File: src/rtl/ahb2_pkg.sv
// Shared AHB2 encodings and burst-length helper for the bus arbiter.
package ahb2_pkg;

  typedef enum logic [1:0] {
    HTRANS_IDLE   = 2'd0,
    HTRANS_BUSY   = 2'd1,
    HTRANS_NONSEQ = 2'd2,
    HTRANS_SEQ    = 2'd3
  } htrans_e;

  typedef enum logic [2:0] {
    HBURST_SINGLE = 3'd0,
    HBURST_INCR   = 3'd1,
    HBURST_WRAP4  = 3'd2,
    HBURST_INCR4  = 3'd3,
    HBURST_WRAP8  = 3'd4,
    HBURST_INCR8  = 3'd5,
    HBURST_WRAP16 = 3'd6,
    HBURST_INCR16 = 3'd7
  } hburst_e;

  typedef enum logic [1:0] {
    HRESP_OKAY  = 2'd0,
    HRESP_ERROR = 2'd1,
    HRESP_RETRY = 2'd2,
    HRESP_SPLIT = 2'd3
  } hresp_e;

  localparam int CNT_W = 5;

  // Undefined-length INCR reports 1 so it never holds the bus.
  function automatic logic [CNT_W-1:0] burst_beats(input logic [2:0] hburst);
    case (hburst)
      HBURST_WRAP4,  HBURST_INCR4:  burst_beats = 5'd4;
      HBURST_WRAP8,  HBURST_INCR8:  burst_beats = 5'd8;
      HBURST_WRAP16, HBURST_INCR16: burst_beats = 5'd16;
      default:                      burst_beats = 5'd1;
    endcase
  endfunction

endpackage

File: src/rtl/ahb2_rr_picker.sv
// Combinational round-robin picker: first requester after i_ptr, wrapping,
// with i_ptr itself considered last.
module ahb2_rr_picker #(
  parameter int NUM_MASTERS = 4,
  parameter int MID_WIDTH   = $clog2(NUM_MASTERS)
) (
  input  logic [NUM_MASTERS-1:0] i_req,
  input  logic [MID_WIDTH-1:0]   i_ptr,
  output logic [NUM_MASTERS-1:0] o_grant,
  output logic                   o_valid
);

  always_comb begin
    int idx;
    o_grant = '0;
    o_valid = 1'b0;
    for (int k = 1; k <= NUM_MASTERS; k++) begin
      idx = (int'(i_ptr) + k) % NUM_MASTERS;
      if (!o_valid && i_req[MID_WIDTH'(idx)]) begin
        o_grant[MID_WIDTH'(idx)] = 1'b1;
        o_valid                  = 1'b1;
      end
    end
  end

endmodule

File: src/rtl/ahb2_arbiter.sv
// Burst-aware round-robin AHB2 arbiter with address/data owner pipeline.
// Optional master locking (hlock_i/hmastlock_o) enabled by AHB2_ARB_LOCK_EN.
module ahb2_arbiter
  import ahb2_pkg::*;
#(
  parameter int NUM_MASTERS    = 4,
  parameter int MID_WIDTH      = $clog2(NUM_MASTERS),
  parameter int DEFAULT_MASTER = 0
) (
  input  logic                   hclk,
  input  logic                   hreset_n,
  input  logic [NUM_MASTERS-1:0] hbusreq_i,
  output logic [NUM_MASTERS-1:0] hgrant_o,
  input  logic [1:0]             htrans_i,
  input  logic [2:0]             hburst_i,
  input  logic                   hready_i,
  input  logic [1:0]             hresp_i,
`ifdef AHB2_ARB_LOCK_EN
  input  logic [NUM_MASTERS-1:0] hlock_i,
  output logic                   hmastlock_o,
`endif
  output logic [MID_WIDTH-1:0]   hmaster_o,
  output logic [MID_WIDTH-1:0]   hmaster_data_o
);

  localparam logic [MID_WIDTH-1:0]   DEF_IDX   = MID_WIDTH'(DEFAULT_MASTER);
  localparam logic [NUM_MASTERS-1:0] DEF_GRANT = NUM_MASTERS'(1) << DEFAULT_MASTER;

  logic [NUM_MASTERS-1:0] r_grant;
  logic [MID_WIDTH-1:0]   r_ptr;
  logic [MID_WIDTH-1:0]   r_hmaster;
  logic [MID_WIDTH-1:0]   r_hmaster_data;
  logic [CNT_W-1:0]       r_cnt;

  logic [CNT_W-1:0]       w_cnt_nxt;
  logic                   w_hold;
  logic [NUM_MASTERS-1:0] w_pick;
  logic                   w_pick_vld;
  logic [MID_WIDTH-1:0]   w_pick_idx;
  logic [MID_WIDTH-1:0]   w_grant_idx;

  function automatic logic [MID_WIDTH-1:0] onehot_idx(input logic [NUM_MASTERS-1:0] v);
    onehot_idx = '0;
    for (int i = 0; i < NUM_MASTERS; i++)
      if (v[i]) onehot_idx = MID_WIDTH'(i);
  endfunction

  ahb2_rr_picker #(
    .NUM_MASTERS(NUM_MASTERS),
    .MID_WIDTH  (MID_WIDTH)
  ) u_picker (
    .i_req  (hbusreq_i),
    .i_ptr  (r_ptr),
    .o_grant(w_pick),
    .o_valid(w_pick_vld)
  );

  assign w_pick_idx  = onehot_idx(w_pick);
  assign w_grant_idx = onehot_idx(r_grant);

  // Beats still to come after the transfer accepted on this edge.
  always_comb begin
    w_cnt_nxt = r_cnt;
    if (htrans_i == HTRANS_NONSEQ)
      w_cnt_nxt = burst_beats(hburst_i) - 5'd1;
    else if (htrans_i == HTRANS_SEQ && r_cnt != '0)
      w_cnt_nxt = r_cnt - 5'd1;
  end

`ifdef AHB2_ARB_LOCK_EN
  logic r_hmastlock;
  assign w_hold      = (w_cnt_nxt > 5'd1) || hlock_i[w_grant_idx];
  assign hmastlock_o = r_hmastlock;

  always_ff @(posedge hclk) begin
    if (!hreset_n)     r_hmastlock <= 1'b0;
    else if (hready_i) r_hmastlock <= hlock_i[w_grant_idx];
  end
`else
  assign w_hold = (w_cnt_nxt > 5'd1);
`endif

  // Grant -> address owner -> data owner, each step on an accepted transfer.
  always_ff @(posedge hclk) begin
    if (!hreset_n) begin
      r_grant        <= DEF_GRANT;
      r_ptr          <= DEF_IDX;
      r_hmaster      <= DEF_IDX;
      r_hmaster_data <= DEF_IDX;
      r_cnt          <= '0;
    end else if (hready_i) begin
      r_cnt          <= w_cnt_nxt;
      r_hmaster      <= w_grant_idx;
      r_hmaster_data <= r_hmaster;
      if (!w_hold) begin
        if (w_pick_vld) begin
          r_grant <= w_pick;
          r_ptr   <= w_pick_idx;
        end else begin
          r_grant <= DEF_GRANT;
        end
      end
    end else if (hresp_i != HRESP_OKAY) begin
      r_cnt <= '0;
    end
  end

  assign hgrant_o       = r_grant;
  assign hmaster_o      = r_hmaster;
  assign hmaster_data_o = r_hmaster_data;

  a_grant_onehot: assert property (@(posedge hclk) disable iff (!hreset_n) $onehot(r_grant));

endmodule

File: config.mk
export PLATFORM = sky130hd
export DESIGN_NAME = ahb2_arbiter
export DESIGN_NICKNAME = d
export VERILOG_FILES = /design/src/rtl/ahb2_pkg.sv /design/src/rtl/ahb2_rr_picker.sv /design/src/rtl/ahb2_arbiter.sv
export SDC_FILE = /design/constraint.sdc
export NUM_CORES = 1
export LEC_CHECK = 0
export BUFFER_PORTS_ARGS = -buffer_cell sky130_fd_sc_hd__buf_2
export CORE_ASPECT_RATIO = 0.8
export CORE_MARGIN = 3
export CORE_UTILIZATION = 55
export CTS_BUF_LIST = sky130_fd_sc_hd__clkbuf_4 sky130_fd_sc_hd__clkbuf_8 sky130_fd_sc_hd__clkbuf_16
export CTS_CLUSTER_DIAMETER = 200
export DETAILED_ROUTE_END_ITERATION = 16
export HOLD_SLACK_MARGIN = 0.06
export PLACE_DENSITY = 0.86
export SETUP_SLACK_MARGIN = 0.02
export SLEW_MARGIN = 5
export SYNTH_ARGS = -nofsm -noshare
export SYNTH_HDL_FRONTEND = slang
export SYNTH_SLANG_ARGS = --single-unit
File: constraint.sdc
create_clock -name hclk -period 3.4 [get_ports hclk]
set_clock_uncertainty 0.1 [all_clocks]
set_input_delay 0.68 -clock hclk [delete_from_list [all_inputs] [get_ports hclk]]
set_output_delay 0.68 -clock hclk [all_outputs]
set_load 0.01 [all_outputs]
### Yosys cells after proc, flatten, opt, wreduce, memory -nomap -nowiden

Cells that the tools add are included.

* div/mod/pow operators: 0
* bitwise logic cells: 4
* equal/unequal tests: 8
* multiplexer cells: 41
* multiply operators: 0
* order comparisons: 9
* reductions and logical operators: 19
* shift-type cells: 0
* $add $sub $neg: 6

Operators with widths (count)
* $mux W5: 5
* $mux W4: 5
* $mux W1: 18
* $lt A2 B4 Y1 const B: 4
* $pmux W5 S3: 1
* $eq A3 B3 Y1 const B: 4
* $or A4 B4 Y4: 3
* $sub A5 B1 Y5 const B: 2
* $bmux W1 S2: 4
* $demux W1 S2: 4
* $ge A2 B1 Y1 const B: 4
* $logic_and A1 B1 Y1: 8
* $mux W2: 4
* $eq A3 B2 Y1 const B: 2
* $reduce_or A2 Y1: 3
* $gt A5 B1 Y1 const B: 1
* $reduce_bool A5 Y1: 1
* $add A2 B1 Y2 const B: 2
* $add A2 B2 Y2 const B: 2
* $eq A2 B2 Y1 const B: 2
* $reduce_bool A2 Y1: 2
* $logic_not A1 Y1: 3
* $reduce_and A3 Y1: 1
* $reduce_and A2 Y1: 1
* $not A1 Y1: 1

* ROM bits: 0
* word-level logic and storage cells: 92
* bits in registers: 15
* input port bits: 14
* latch bits: 0
* memories: 0
* output and inout port bits: 8
* bits in writable memories: 0

### Depth between registers and ports, before layout

* depth after elaboration: 17
* gate-level depth with buffers: 10
* depth with buffers taken out: 8

### Modules after synthesis

Synthesis repeated with hierarchy kept, for this count alone.

* cells, all modules: 158
* area, all modules: 1345.0 um2

By module, submodules not included
* ahb2_arbiter: cells each 100, seq. area each 300.3 um2, instances 1, area each 844.6 um2
* ahb2_rr_picker: cells each 58, seq. area each 0.0 um2, instances 1, area each 500.5 um2

### Worst setup path after synthesis

OpenSTA, ideal clock, no wires.

* path type: flip-flop to flip-flop
* start: reg r_ptr[0]
* end: reg r_ptr[1]
* buffers on the path: 2
* period minus slack after synthesis: 2.561 ns
* cell stages (with the launch flop): 9
* setup time: 0.116 ns
* arrival: 2.344 ns
* data required time: 3.184 ns
* path slack: 0.839 ns
* path through: dfxtp_1 > buf_6 > inv_1 > ha_1 > mux4_2 > buf_6 > or4_4 > and2_4 > o211a_1

* word-level cells in the longest chain between the ends: 16
* elaborated cells between the ends (all ways): 56
* those cells by class: add/sub: 4; order compare: 8; mux: 30; bitwise: 3; reduce/logical: 11

RTL lines
* start: declaration: RTL line ahb2_arbiter.sv:30 `logic [MID_WIDTH-1:0] r_ptr;`
* start signal: assignment: RTL line ahb2_arbiter.sv:98 `r_ptr <= w_pick_idx;`
* parallel branches: the longest is 16 deep, another holds $lt A2 B4 Y1

Parallel ways; which one is timed is not known. The select of a mux whose other input is x is not followed.
A chain may end at the register's enable or synchronous reset.

### Final worst setup path

* start: reg r_cnt[1]
* end: reg r_grant[0], in the netlist hgrant_o[0]

* word-level cells in the longest chain between the ends: 7
* elaborated cells between the ends (all ways): 8
* those cells by class: add/sub: 1; order compare: 1; mux: 2; bitwise: 1; reduce/logical: 3

RTL lines
* start: declaration: RTL line ahb2_arbiter.sv:33 `logic [CNT_W-1:0] r_cnt;`
* start signal: assignment: RTL line ahb2_arbiter.sv:92 `r_cnt <= w_cnt_nxt;`
* parallel branches: the longest is 2 deep, another holds $sub A5 B1 Y5
* $mux W5 (*): RTL line ahb2_arbiter.sv:66 `else if (htrans_i == HTRANS_SEQ && r_cnt != '0)`
* $mux W5 (*): RTL line ahb2_arbiter.sv:64 `if (htrans_i == HTRANS_NONSEQ)`
* $gt A5 B1 Y1 (*): RTL line ahb2_arbiter.sv:80 `assign w_hold = (w_cnt_nxt > 5'd1);`
* $not A1 Y1 (no source line) (*)
* $reduce_and A2 Y1 (no source line) (*)
* end signal: assignment: RTL line ahb2_arbiter.sv:97 `r_grant <= w_pick;`
* end: declaration: RTL line ahb2_arbiter.sv:29 `logic [NUM_MASTERS-1:0] r_grant;`

Every way passes the cells marked *.

==> results summary <==
The flow ran to the end, and the final reports show no timing, DRC or antenna violations. The area of the die came out at between 2000 and 3000 um^2. The share of flip-flops with an asynchronous set or reset after synthesis came out at 0%. In this run the remaining antenna-violating nets after routing total 0. Sorting the synthesized cells by area gives the leading types as sky130_fd_sc_hd__dfxtp_1 (25%), sky130_fd_sc_hd__ha_1 (9.4%), sky130_fd_sc_hd__mux2i_1 (5.9%). Global routing used 22.4% of the available tracks. The highest cell delay on the worst timing path came out at ~500 ps. The worst setup path is of the register to register kind. The final sum of negative setup slack came out at 0 ps. The slew at the pin closest to its max-slew limit is between 400 and 500 ps. The number of warnings printed during yosys synthesis came out at 0. Sequential cells burn between 30% and 40% of the power. In the synthesized netlist the dominant register cell turns out to be sky130_fd_sc_hd__dfxtp_1. The post-route netlist has between 20% and 30% of its cells at a drive strength greater than 1. At the worst endpoint, the arrival time is between 2000 and 3000 ps. The static leakage power came out at ~0.54 nW. The remaining max-slew budget at the tightest pin came out at between 70% and 80%. The min-delay analysis places its worst path in the category register to register. The multi-input gate area in the final layout came out at approximately 800 um^2. At the end of the flow the core is filled with cells to 67.7%.

The portion of the post-synthesis area used by sequential elements is between 20% and 30%. The sum of net half-perimeters after detailed placement came out at between 2 and 2.5 mm. The post-cts hold buffer count is 0. The first global-routing pass estimated roughly 4.7 mm of wire. The violation count after the first detailed-routing iteration is 74.

The worst setup path is launched from a register. CTS built an H-tree with a depth of 1. The capturing element type of the critical path is a register. The average instance in the mapped netlist occupies 9.14 um^2.

Yosys mapped a number of flops with a built-in enable equal to 0. The number of max-cap violations is 0. The final count of hold timing violations came to 0. The required time at the worst-slack endpoint came out at ~3500 ps. The top cell type by total area after synthesis is sky130_fd_sc_hd__dfxtp_1. Setup repair after global routing left no endpoint under its margin. The total number of vias came out at 1,087. The final critical delay including setup and external delays came out at between 2000 and 3000 ps.

The TritonCTS buffer count is 3. The layout filler cell count is 164. The post-detailed-routing wire length came out at 2.75 mm.

Post-CTS repair changed the size of 0 cells. The switching power total came out at about 0.19 mW. Net switching is a little under two fifths of the power. The initial antenna violation count is 0. The clock network latency to the later pin of the worst-skew pair is 300 ps. The power density over the cells came out at 388 nW/um^2.

The CTS tree is done. The detailed-route vias per instance came out at ~6.2. The average wire per standard cell came out at about 16 um.

The net count reported at finish came out at roughly 180. The fraction of power consumed by the clock network came out at between 20% and 30%. The largest fanout on the critical path came out at 7. The buffers inserted during post-CTS setup optimization came out at 0.

The largest net degree at the start of global routing came out at 17. The fraction of post-synthesis cell area in the top cell type by area is 25.1%. The number of clock sinks is 15. For this design, the slowest cell found on the critical path is sky130_fd_sc_hd__and4bb_1. The count of standard-cell rows came out at 14. The area overhead of the layout relative to synthesis came out at 10.9%. The total core area came out at 1960 um^2. The storage element area is between 300 and 400 um^2. Traced cell by cell, the critical path runs through inv_1 > ha_1 > or4b_4 > o21a_1 > o22a_1 > and4bb_1 > mux2i_1 > nand2_1. The post-synth net total came out at around 150. In this run the vertical extent of the chip is approximately 48 um.

The via count of the first global-routing pass came to just over 1,000. The number of placed I/O pins is 22. Internal power comes to between 0.3 and 0.4 mW.

The critical path's top delay family is simple AND/OR/NAND/NOR gates. The fraction of power consumed by combinational cells is roughly two fifths. Counting every instance in the synthesized netlist gives 131.

For this run, design rule violations remaining after detail routing come to 0. The number of buffers added on ports came out at 20. The highest attainable clock frequency came out at approximately 380 MHz. The worst ir drop on vdd is around 0.37 mV. The library cells used most frequently in the layout, excluding fill and tap cells, are sky130_fd_sc_hd__buf_2 (20), sky130_fd_sc_hd__dfxtp_1 (15), sky130_fd_sc_hd__inv_1 (10), sky130_fd_sc_hd__ha_1 (9).

The flop and latch count out of synthesis came out at 15. The initial core utilization came out at just over 60%. Clock-pin slew was measured on the worst setup and hold paths at roughly 100 ps.

The first-pass detailed-route iteration total is 4. The number of failing setup endpoints in the final timing report is 0. The total overflow left after global routing is 0. The post-route clock period utilization is between 70% and 80%. The buffer and inverter count on the worst path is 1. The count of pins over their slew limit came to 0. The maximum count of clock buffers along a single path is 2. The number of antenna diodes in the final layout is 0. The clock root buffer is sky130_fd_sc_hd__clkbuf_4. Measured along the x axis, the die boundary spans ~58 um. The final weighted congestion in routability-driven placement came out at between 0.9 and 1.

The cell area that synthesis handed to floorplanning was ~1200 um^2. The count of cell types in the netlist came out at between 40 and 50. Leaving out fill and tap cells, the most frequent cell in the layout is sky130_fd_sc_hd__buf_2.
==> cell usage after synthesis (3+ instances only) <==
| master | instances |
|---|---|
| sky130_fd_sc_hd__o21ai_0 | 6 |
| sky130_fd_sc_hd__and2_1 | 5 |
| sky130_fd_sc_hd__a21oi_1 | 6 |
| sky130_fd_sc_hd__nand2_1 | 7 |
| sky130_fd_sc_hd__inv_1 | 10 |
| sky130_fd_sc_hd__ha_1 | 9 |
| sky130_fd_sc_hd__nor2b_1 | 7 |
| sky130_fd_sc_hd__buf_6 | 3 |
| sky130_fd_sc_hd__nor4_1 | 3 |
| sky130_fd_sc_hd__nor2_1 | 6 |
| sky130_fd_sc_hd__dfxtp_1 | 15 |
| sky130_fd_sc_hd__clkbuf_1 | 3 |
| sky130_fd_sc_hd__mux2i_1 | 7 |
| sky130_fd_sc_hd__a22oi_1 | 4 |
==> path summary, 6_finish.rpt <==
check	startpoint	end	slack, ps	cells after the start
hold reg to reg	r_cnt[4]	r_cnt[4]	400	2
hold / removal	r_cnt[4]	r_cnt[4]	400	2
setup reg to reg	r_cnt[1]	hgrant_o[0]	780	8
setup / recovery	r_cnt[1]	hgrant_o[0]	780	8
==> through the flow <==
step	hold WS, ps	instance area (um^2)	setup WS, ps	std cells	power, mW
2_1_floorplan	339	1200	839	131	0.360
3_3_place_gp	356	1300	789	171	0.391
3_5_place_dp	374	1300	726	171	0.404
4_1_cts	389	1330	810	175	0.515
5_1_grt	435	1330	656	175	0.551
6_report	396	1330	781	175	0.515
==> registers in the layout, indices dropped and copies added (netlist names) <==
register,flops
r_ptr,2
r_cnt,5
hmaster_data_o,2
hgrant_o,4
hmaster_o,2
==> power groups by stage <==
stage	clock network (mW)	logic (mW)	registers [mW]
after global routing	0.128	0.224	0.198
after detailed placement	0	0.204	0.200
after floorplan	0	0.153	0.206
after global placement	0	0.191	0.200
after CTS	0.114	0.204	0.197
final	0.112	0.206	0.197
==> final cells by class <==
class                   instances  area share [%]
flip-flops and latches         15            22.6
well taps                      24            2.26
clock inverters                 1           0.566
multi-input cells              99            61.1
inverters                      11            3.11
repair buffers                 22            8.67
clock buffers                   3            1.70
==> tightest hold or removal path, stage by stage, from the launching register on <==
cell	delay [ps]
sky130_fd_sc_hd__dfxtp_1	360
sky130_fd_sc_hd__nand2_1	70
sky130_fd_sc_hd__nor2_1	40
==> cells by family (layout without fill, tap and decap cells) <==
kind of cell,after synthesis,after routing,synth area share [%]
simple gates,43,43,22.6
compound gates,35,35,20.8
buf+inv,17,37,7.21
flops,15,15,25.1
mux,12,12,14.9
fa+ha+maj,9,9,9.40
==> metal layers <==
| layer | vias to the layer above | routed length, um | GRT usage (%) |
|---|---|---|---|
| met5 | - | 0 | 0 |
| met4 | 0 | 44 | 6.94 |
| met3 | 8 | 182 | 5.39 |
| met2 | 43 | 1360 | 40.1 |
| met1 | 504 | 1170 | 27.4 |
| li1 | 532 | - | - |
No activity file was read; power rests on OpenSTA's default activity.
